===== src/rtl/wb_dma_ng_pkg.sv =====
// Shared definitions for the next-generation DMA channel register file:
// register offsets, CSR bit positions and interrupt-source indices.
package wb_dma_ng_pkg;

  // Register offsets within a channel slot (wb_rf_adr[2:0])
  localparam logic [2:0] REG_CSR  = 3'd0;
  localparam logic [2:0] REG_TXSZ = 3'd1;
  localparam logic [2:0] REG_ADR0 = 3'd2;
  localparam logic [2:0] REG_AM0  = 3'd3;
  localparam logic [2:0] REG_ADR1 = 3'd4;
  localparam logic [2:0] REG_AM1  = 3'd5;
  localparam logic [2:0] REG_PTR  = 3'd6;
  localparam logic [2:0] REG_RSVD = 3'd7;

  // CSR bit positions
  localparam int CSR_EN      = 0;
  localparam int CSR_INC_SRC = 1;
  localparam int CSR_INC_DST = 2;
  localparam int CSR_MODE    = 3;
  localparam int CSR_ARS     = 4;
  localparam int CSR_USE_ED  = 5;
  localparam int CSR_STOP    = 6;
  localparam int CSR_BUSY    = 12;
  localparam int CSR_DONE    = 13;
  localparam int CSR_ERR     = 14;
  localparam int CSR_MSK_LO  = 15;
  localparam int CSR_SRC_LO  = 18;

  // TXSZ chunk field position
  localparam int TXSZ_CHK_LO = 16;
  localparam int TXSZ_CHK_W  = 9;

  // Interrupt source indices inside INT_MSK / INT_SRC
  localparam int NUM_INT = 3;
  typedef enum logic [1:0] {
    INT_ERR   = 2'd0,
    INT_DONE  = 2'd1,
    INT_CHUNK = 2'd2
  } int_idx_e;

  typedef logic [NUM_INT-1:0] int_vec_t;

  // Software read/write control bits, CSR[5:0] (en is the LSB)
  typedef struct packed {
    logic use_ed;
    logic ars;
    logic mode;
    logic inc_dst;
    logic inc_src;
    logic en;
  } csr_ctl_t;

  // Assemble the architectural CSR view; STOP and unused bits read 0
  function automatic logic [31:0] csr_pack(input csr_ctl_t ctl, input logic busy,
                                           input logic done, input logic err,
                                           input int_vec_t msk, input int_vec_t src);
    logic [31:0] v;
    v = '0;
    v[CSR_USE_ED:CSR_EN]          = ctl;
    v[CSR_BUSY]                   = busy;
    v[CSR_DONE]                   = done;
    v[CSR_ERR]                    = err;
    v[CSR_MSK_LO +: NUM_INT]      = msk;
    v[CSR_SRC_LO +: NUM_INT]      = src;
    return v;
  endfunction

endpackage


===== src/rtl/wb_dma_ch_rf_ng_irq.sv =====
// Interrupt source latch with clear-on-read and registered interrupt output.
import wb_dma_ng_pkg::*;

module wb_dma_ch_rf_ng_irq (
  input  logic     clk,
  input  logic     rst,
  input  int_vec_t evt,
  input  int_vec_t msk,
  input  logic     rd_clr,
  output int_vec_t int_src,
  output logic     intt
);

  // Masked events set their source bit; a CSR read clears, but a same-cycle event wins
  always_ff @(posedge clk or negedge rst) begin
    if (!rst) begin
      int_src <= '0;
      intt    <= 1'b0;
    end else begin
      int_src <= (rd_clr ? int_vec_t'('0) : int_src) | (evt & msk);
      intt    <= |(int_src & msk);
    end
  end

endmodule


===== src/rtl/wb_dma_ch_rf_ng.sv =====
// One DMA channel register slot: CSR, transfer size, addresses/masks,
// descriptor pointer, auto-restart shadows and interrupt generation.
// Address and mask registers hold the low ADR_W bits of the write data and
// read back zero-extended. CH_EN=0 disables all decode so every register
// stays at its reset value of zero.
import wb_dma_ng_pkg::*;

module wb_dma_ch_rf_ng #(
  parameter int CH_ADR   = 0,
  parameter int CH_EN    = 1,
  parameter int TXSZ_W   = 12,
  parameter int ADR_W    = 30,
  parameter int HAVE_ARS = 1
) (
  input  logic              clk,
  input  logic              rst,
  input  logic [7:0]        wb_rf_adr,
  input  logic [31:0]       wb_rf_din,
  input  logic              wb_rf_we,
  input  logic              wb_rf_re,
  output logic [31:0]       rf_dout,
  input  logic [4:0]        ch_sel,
  input  logic              dma_busy,
  input  logic              dma_done,
  input  logic              dma_err,
  input  logic              dma_chunk,
  input  logic              de_csr_we,
  input  logic              de_txsz_we,
  input  logic              de_adr0_we,
  input  logic              de_adr1_we,
  input  logic [TXSZ_W-1:0] de_txsz,
  input  logic [ADR_W-1:0]  de_adr0,
  input  logic [ADR_W-1:0]  de_adr1,
  output logic [31:0]       ch_csr,
  output logic [31:0]       ch_txsz,
  output logic [ADR_W-1:0]  ch_adr0,
  output logic [ADR_W-1:0]  ch_adr1,
  output logic [ADR_W-1:0]  ch_am0,
  output logic [ADR_W-1:0]  ch_am1,
  output logic [31:0]       pointer,
  output logic              ch_enable,
  output logic              ch_stop,
  output logic              intt
);

  localparam bit SLOT_ON = (CH_EN != 0);
  localparam bit ARS_ON  = (HAVE_ARS != 0);

  // Decode
  logic [2:0] off;
  logic       hit, sel, sw_we, sw_re;
  logic       sw_csr, sw_txsz, sw_adr0, sw_am0, sw_adr1, sw_am1, sw_ptr;
  logic       done_e, err_e, chunk_e, de_csr_e, ars_reload;

  assign off     = wb_rf_adr[2:0];
  assign hit     = SLOT_ON && (wb_rf_adr[7:3] == 5'(CH_ADR));
  assign sel     = SLOT_ON && (ch_sel == 5'(CH_ADR));
  assign sw_we   = wb_rf_we & hit;
  assign sw_re   = wb_rf_re & hit;
  assign sw_csr  = sw_we & (off == REG_CSR);
  assign sw_txsz = sw_we & (off == REG_TXSZ);
  assign sw_adr0 = sw_we & (off == REG_ADR0);
  assign sw_am0  = sw_we & (off == REG_AM0);
  assign sw_adr1 = sw_we & (off == REG_ADR1);
  assign sw_am1  = sw_we & (off == REG_AM1);
  assign sw_ptr  = sw_we & (off == REG_PTR);

  assign done_e   = dma_done & sel;
  assign err_e    = dma_err & sel;
  assign chunk_e  = dma_chunk & sel;
  // The engine's CSR write-back carries no data: it hands the channel back (EN=0)
  assign de_csr_e = de_csr_we & sel;

  // State
  csr_ctl_t           ctl_q, ctl_wr;
  logic               done_q, err_q, busy_q, stop_q;
  int_vec_t           msk_q, int_src, evt;
  logic [TXSZ_CHK_W-1:0] chunk_q;
  logic [TXSZ_W-1:0]  total_q, total_sh;
  logic [ADR_W-1:0]   adr0_q, adr0_sh, adr1_q, adr1_sh, am0_q, am1_q;
  logic [31:0]        ptr_q;
  logic [31:0]        csr_view, rd_mux;
  logic [15:0]        total_ext;

  // Auto-restart only on a clean done; an error alongside done stops the channel
  assign ars_reload = ARS_ON & ctl_q.ars & done_e & ~err_e;

  // Control bits as written by software; STOP overrides EN, ARS absent when not built
  always_comb begin
    ctl_wr     = csr_ctl_t'(wb_rf_din[CSR_USE_ED:CSR_EN]);
    ctl_wr.en  = wb_rf_din[CSR_EN] & ~wb_rf_din[CSR_STOP];
    ctl_wr.ars = wb_rf_din[CSR_ARS] & ARS_ON;
  end

  // CSR control, sticky status, busy mirror and stop pulse
  always_ff @(posedge clk or negedge rst) begin
    if (!rst) begin
      ctl_q  <= '0;
      msk_q  <= '0;
      done_q <= 1'b0;
      err_q  <= 1'b0;
      busy_q <= 1'b0;
      stop_q <= 1'b0;
    end else begin
      busy_q <= dma_busy & sel;
      stop_q <= sw_csr & wb_rf_din[CSR_STOP];
      if (sw_csr) begin
        ctl_q <= ctl_wr;
        msk_q <= wb_rf_din[CSR_MSK_LO +: NUM_INT];
      end else if ((done_e & ~ars_reload) | err_e | de_csr_e) begin
        ctl_q.en <= 1'b0;
      end
      if (done_e & ~ars_reload)         done_q <= 1'b1;
      else if (sw_csr & wb_rf_din[CSR_EN]) done_q <= 1'b0;
      if (err_e)                         err_q <= 1'b1;
      else if (sw_csr & wb_rf_din[CSR_EN]) err_q <= 1'b0;
    end
  end

  // Size and address fields: software beats ARS reload beats engine write-back
  always_ff @(posedge clk or negedge rst) begin
    if (!rst) begin
      chunk_q  <= '0;
      total_q  <= '0;
      total_sh <= '0;
      adr0_q   <= '0;
      adr0_sh  <= '0;
      adr1_q   <= '0;
      adr1_sh  <= '0;
      am0_q    <= '0;
      am1_q    <= '0;
      ptr_q    <= '0;
    end else begin
      if (sw_txsz) begin
        chunk_q  <= wb_rf_din[TXSZ_CHK_LO +: TXSZ_CHK_W];
        total_q  <= wb_rf_din[TXSZ_W-1:0];
        total_sh <= wb_rf_din[TXSZ_W-1:0];
      end else if (ars_reload) begin
        total_q <= total_sh;
      end else if (de_txsz_we & sel) begin
        total_q <= de_txsz;
      end

      if (sw_adr0) begin
        adr0_q  <= wb_rf_din[ADR_W-1:0];
        adr0_sh <= wb_rf_din[ADR_W-1:0];
      end else if (ars_reload) begin
        adr0_q <= adr0_sh;
      end else if (de_adr0_we & sel) begin
        adr0_q <= de_adr0;
      end

      if (sw_adr1) begin
        adr1_q  <= wb_rf_din[ADR_W-1:0];
        adr1_sh <= wb_rf_din[ADR_W-1:0];
      end else if (ars_reload) begin
        adr1_q <= adr1_sh;
      end else if (de_adr1_we & sel) begin
        adr1_q <= de_adr1;
      end

      if (sw_am0) am0_q <= wb_rf_din[ADR_W-1:0];
      if (sw_am1) am1_q <= wb_rf_din[ADR_W-1:0];
      if (sw_ptr) ptr_q <= wb_rf_din;
    end
  end

  // Interrupt events in INT index order
  always_comb begin
    evt            = '0;
    evt[INT_ERR]   = err_e;
    evt[INT_DONE]  = done_e;
    evt[INT_CHUNK] = chunk_e;
  end

  wb_dma_ch_rf_ng_irq u_irq (
    .clk     (clk),
    .rst     (rst),
    .evt     (evt),
    .msk     (msk_q),
    .rd_clr  (sw_re & (off == REG_CSR)),
    .int_src (int_src),
    .intt    (intt)
  );

  // Output views
  always_comb begin
    total_ext             = '0;
    total_ext[TXSZ_W-1:0] = total_q;
  end

  assign csr_view  = csr_pack(ctl_q, busy_q, done_q, err_q, msk_q, int_src);
  assign ch_csr    = csr_view;
  assign ch_txsz   = {7'd0, chunk_q, total_ext};
  assign ch_adr0   = adr0_q;
  assign ch_adr1   = adr1_q;
  assign ch_am0    = am0_q;
  assign ch_am1    = am1_q;
  assign pointer   = ptr_q;
  assign ch_enable = ctl_q.en & ~stop_q;
  assign ch_stop   = stop_q;

  // Read-data mux; reserved offset reads 0
  always_comb begin
    rd_mux = '0;
    case (off)
      REG_CSR:  rd_mux = csr_view;
      REG_TXSZ: rd_mux = ch_txsz;
      REG_ADR0: rd_mux[ADR_W-1:0] = adr0_q;
      REG_AM0:  rd_mux[ADR_W-1:0] = am0_q;
      REG_ADR1: rd_mux[ADR_W-1:0] = adr1_q;
      REG_AM1:  rd_mux[ADR_W-1:0] = am1_q;
      REG_PTR:  rd_mux = ptr_q;
      default:  rd_mux = '0;
    endcase
  end

  // Registered read data, held until the next read of this slot
  always_ff @(posedge clk or negedge rst) begin
    if (!rst)       rf_dout <= '0;
    else if (sw_re) rf_dout <= rd_mux;
  end

endmodule


===== config.mk =====
export PLATFORM = sky130hd
export DESIGN_NAME = wb_dma_ch_rf_ng
export DESIGN_NICKNAME = d
export VERILOG_FILES = /design/src/rtl/wb_dma_ng_pkg.sv /design/src/rtl/wb_dma_ch_rf_ng_irq.sv /design/src/rtl/wb_dma_ch_rf_ng.sv
export SDC_FILE = /design/constraint.sdc
export NUM_CORES = 1
export LEC_CHECK = 0
export CAP_MARGIN = 40
export CORE_UTILIZATION = 49
export DETAILED_ROUTE_END_ITERATION = 10
export GPL_ROUTABILITY_DRIVEN = 0
export PLACE_DENSITY = 0.81
export SYNTH_ARGS = -nofsm -noshare
export SYNTH_HDL_FRONTEND = slang
export SYNTH_SLANG_ARGS = --single-unit

===== constraint.sdc =====
create_clock -name clk -period 2.2 [get_ports clk]
set_clock_uncertainty 0.1 [all_clocks]
set_input_delay 0.44 -clock clk [delete_from_list [all_inputs] [get_ports clk]]
set_output_delay 0.44 -clock clk [all_outputs]
set_load 0.03 [all_outputs]

==> flow_metrics.tcl <==
set metrics [dict create \
    outcome "completed" \
    critPathKind "reg2out" \
    yosysWarnings 0 \
    cp.required_ns 1.66 \
    worst_pin_slew_ns 0.633 \
    avgSynthCellArea_sq_um 11.1 \
    crit_fanout 3 \
    drtIter0Drc 1050 \
    final_util 0.712 \
    r2r_end "ch_adr0[23]$_DFFE_PN0P_" \
    ff2ff_path_depth 6 \
    p_seq_frac 0.425 \
    netlist_top_cells_area "dfrtp_1, mux2_1, nand2_1, mux2i_1, o221ai_1" \
    final_common_cell "dfrtp_1" \
    arrival_ns 1.65 \
    clkSinkCount 294 \
    final_nets 1746 \
    dp_hpwl_mm 35.2 \
    grtUsageTotal 0.352 \
    ys_seq_area_frac 0.540 \
    worstSetupStartpoint "pointer[8]$_DFFE_PN0P_" \
    synth_top_area_share 0.540 \
    h-tree-depth 1 \
    rows 60 \
    grt_pass1_wl_mm 74.7 \
    fp.dieH_microns 169 \
    place_ws_ns -0.424 \
    cp_slowest_stage_delay_ns 0.69 \
    leakagePower_uw 0.0107 \
    wl_per_cell_microns 24.9 \
    vias 12000 \
    clockBufferDepth 3 \
    fmax_mhz 457 \
    p_int_uw 10600 \
    cp_cell_sequence "clkdlybuf4s50_1" \
    dieArea_sq_mm 0.0285 \
    viasPerCell 5.95 \
    wirelength_mm 50.2 \
    cp_slowest_cell "clkdlybuf4s50_1" \
    path_clk_slew_ns 0.06 \
    drc 0 \
    layout_setup_ws_ns 0.0126 \
    first_global_vias 12300 \
    swShare 0.316 \
    ys_ff_latch 294 \
    combPwrFrac 0.241 \
    synthArstFlopShare 1.00 \
    cts_tree "built" \
    regArea_sq_mm 0.00736 \
    holdCritPathClass "in2async" \
    cp-end-kind "output pin" \
    gr-total-overflow 0 \
    cts_made_buffers 30 \
    slew-limit-headroom 0.577 \
    switching_power_uw 4880 \
    drive_gt1_frac 0.122 \
    placed_area_sq_mm 0.0182 \
    holdWs_ns 0.311 \
    critPathTopFamily "buffers and inverters" \
    drtPass1Iterations 5 \
    hold_viol 0 \
    syn_inst 1230 \
    pin_count 380 \
    regToRegStartpoint "ch_csr[4]$_DFFE_PN0P_" \
    grt_max_degree 64 \
    p_per_area_mw_per_mm2 800 \
    yosysTopAreaCell "dfrtp_1" \
    r2r_setup_slack_ns 0.34 \
    multi_input_area_sq_mm 0.00551 \
    cp.buffers_inverters 1 \
    io_buffers 351 \
    p_clk_frac 0.335 \
    clock_latency_ns 0.56 \
    yosysUniqueCellTypes 47 \
    core_area_sq_mm 0.0271 \
    grt_antenna_before_repair 4 \
    layout_common_cells "dfrtp_1, nand2_1, clkdlybuf4s50_1" \
    rsz0062_at_grt "false" \
    tns_ns 0 \
    setup_viol 0 \
    fin_crit_sh 0.994 \
    crit_cells 1 \
    syn_to_final_growth_pct 41.6 \
    fin_crit_ns 2.19 \
    fill_cells 1916 \
    synth_edf_count 0 \
    initial_core_util 0.503 \
    crit_end "pointer[8]" \
    synth_flop_cell "dfrtp_1" \
    cts_root_buffer "clkbuf_16" \
    die_x_microns 169 \
    final_area_sq_mm 0.0193 \
    maxCapViolCount 0 \
    ant_nets 0 \
    synth_area_sq_mm 0.0136 \
    slew_viol_final 0 \
    critPathLaunchType "flop" \
    irDropWorstVdd_mv 0.576 \
]
[area by class of cell]
type | instances | share of cell area
Clock buffer | 47 | 0.0464
Clock inverter | 9 | 0.00532
Tap cell | 372 | 0.0241
Multi-Input combinational cell | 771 | 0.285
Sequential cell | 294 | 0.381
Inverter | 77 | 0.0150
Timing Repair Buffer | 443 | 0.242
Antenna cell | 4 | 0.000519
[metrics by stage]
step / cells / total power [uW]
final: 2017 / 15400
after global routing: 2017 / 15900
after detailed placement: 1956 / 10500
after CTS: 2013 / 15500
after global placement: 1956 / 10400
after floorplan: 1257 / 8520
[cell families after synthesis]
family / after synthesis / synth area share
AND/OR/NAND/NOR: 351 / 0.116
AO/OA/AOI/OAI: 203 / 0.123
flip-flops: 294 / 0.540
buffers and inverters: 192 / 0.0698
other: 1 / 0.000275
multiplexers: 189 / 0.152
[routing by layer]
metal | up-vias | global-route usage | wire length, microns
li1 | 5073 | - | -
met1 | 5985 | 0.457 | 18900
met2 | 793 | 0.567 | 23900
met3 | 150 | 0.0678 | 5070
met4 | 0 | 0.175 | 2430
met5 | - | 0 | 0
[synthesized netlist by cell type (5+ instances only)]
library cell  instances
buf_2                34
a222oi_1              7
mux2_2               23
nor2_1               11
mux2i_1              73
a22oi_1              50
nand2_1             264
o221ai_1             61
nor2b_1               6
and4b_1               7
inv_1                77
nand3_1              24
clkbuf_1             32
o21ai_0              23
buf_4                42
nor4bb_1              5
mux2_1               90
a22o_1               33
dfrtp_1             294
a21oi_1               6
and3_1                6
o221ai_2             10
[repair_timing]
action                                 CTS  global route
endpoints found under the hold margin   43             0
hold buffers                             1             0
setup endpoints to repair               68            58
buffers inserted                         0             0
gates resized for setup                 68            58
[state kept, by name (all words and copies together), names as in the netlist, 9 cells and up]
name      flops
adr0_sh      30
adr1_sh      30
ch_adr0      30
ch_adr1      30
ch_am0       30
ch_am1       30
chunk_q       9
pointer      32
rf_dout      32
total_q      12
total_sh     12
[worst min-delay path by stage]
stage | to | slack, ns | depth (start not counted)
2_1_floorplan | adr0_sh[0]$_DFFE_PN0P_ | 0.04 | 0
3_3_place_gp | ch_am0[29]$_DFFE_PN0P_ | 0.31 | 1
3_5_place_dp | ch_am0[29]$_DFFE_PN0P_ | 0.30 | 1
4_1_cts | ch_adr1[27]$_DFFE_PN0P_ | 0.32 | 2
5_1_grt | adr1_sh[27]$_DFFE_PN0P_ | 0.35 | 2
6_report | ch_am0[29]$_DFFE_PN0P_ | 0.31 | 2
[power groups by stage]
stage / registers [uW] / logic (uW) / clock network [uW]
2_1_floorplan: 7480 / 1030 / 0
6_report: 6560 / 3710 / 5170
3_3_place_gp: 6630 / 3780 / 0
5_1_grt: 6610 / 3920 / 5410
3_5_place_dp: 6640 / 3860 / 0
4_1_cts: 6550 / 3730 / 5190
Power figures use the tool's default switching activity.
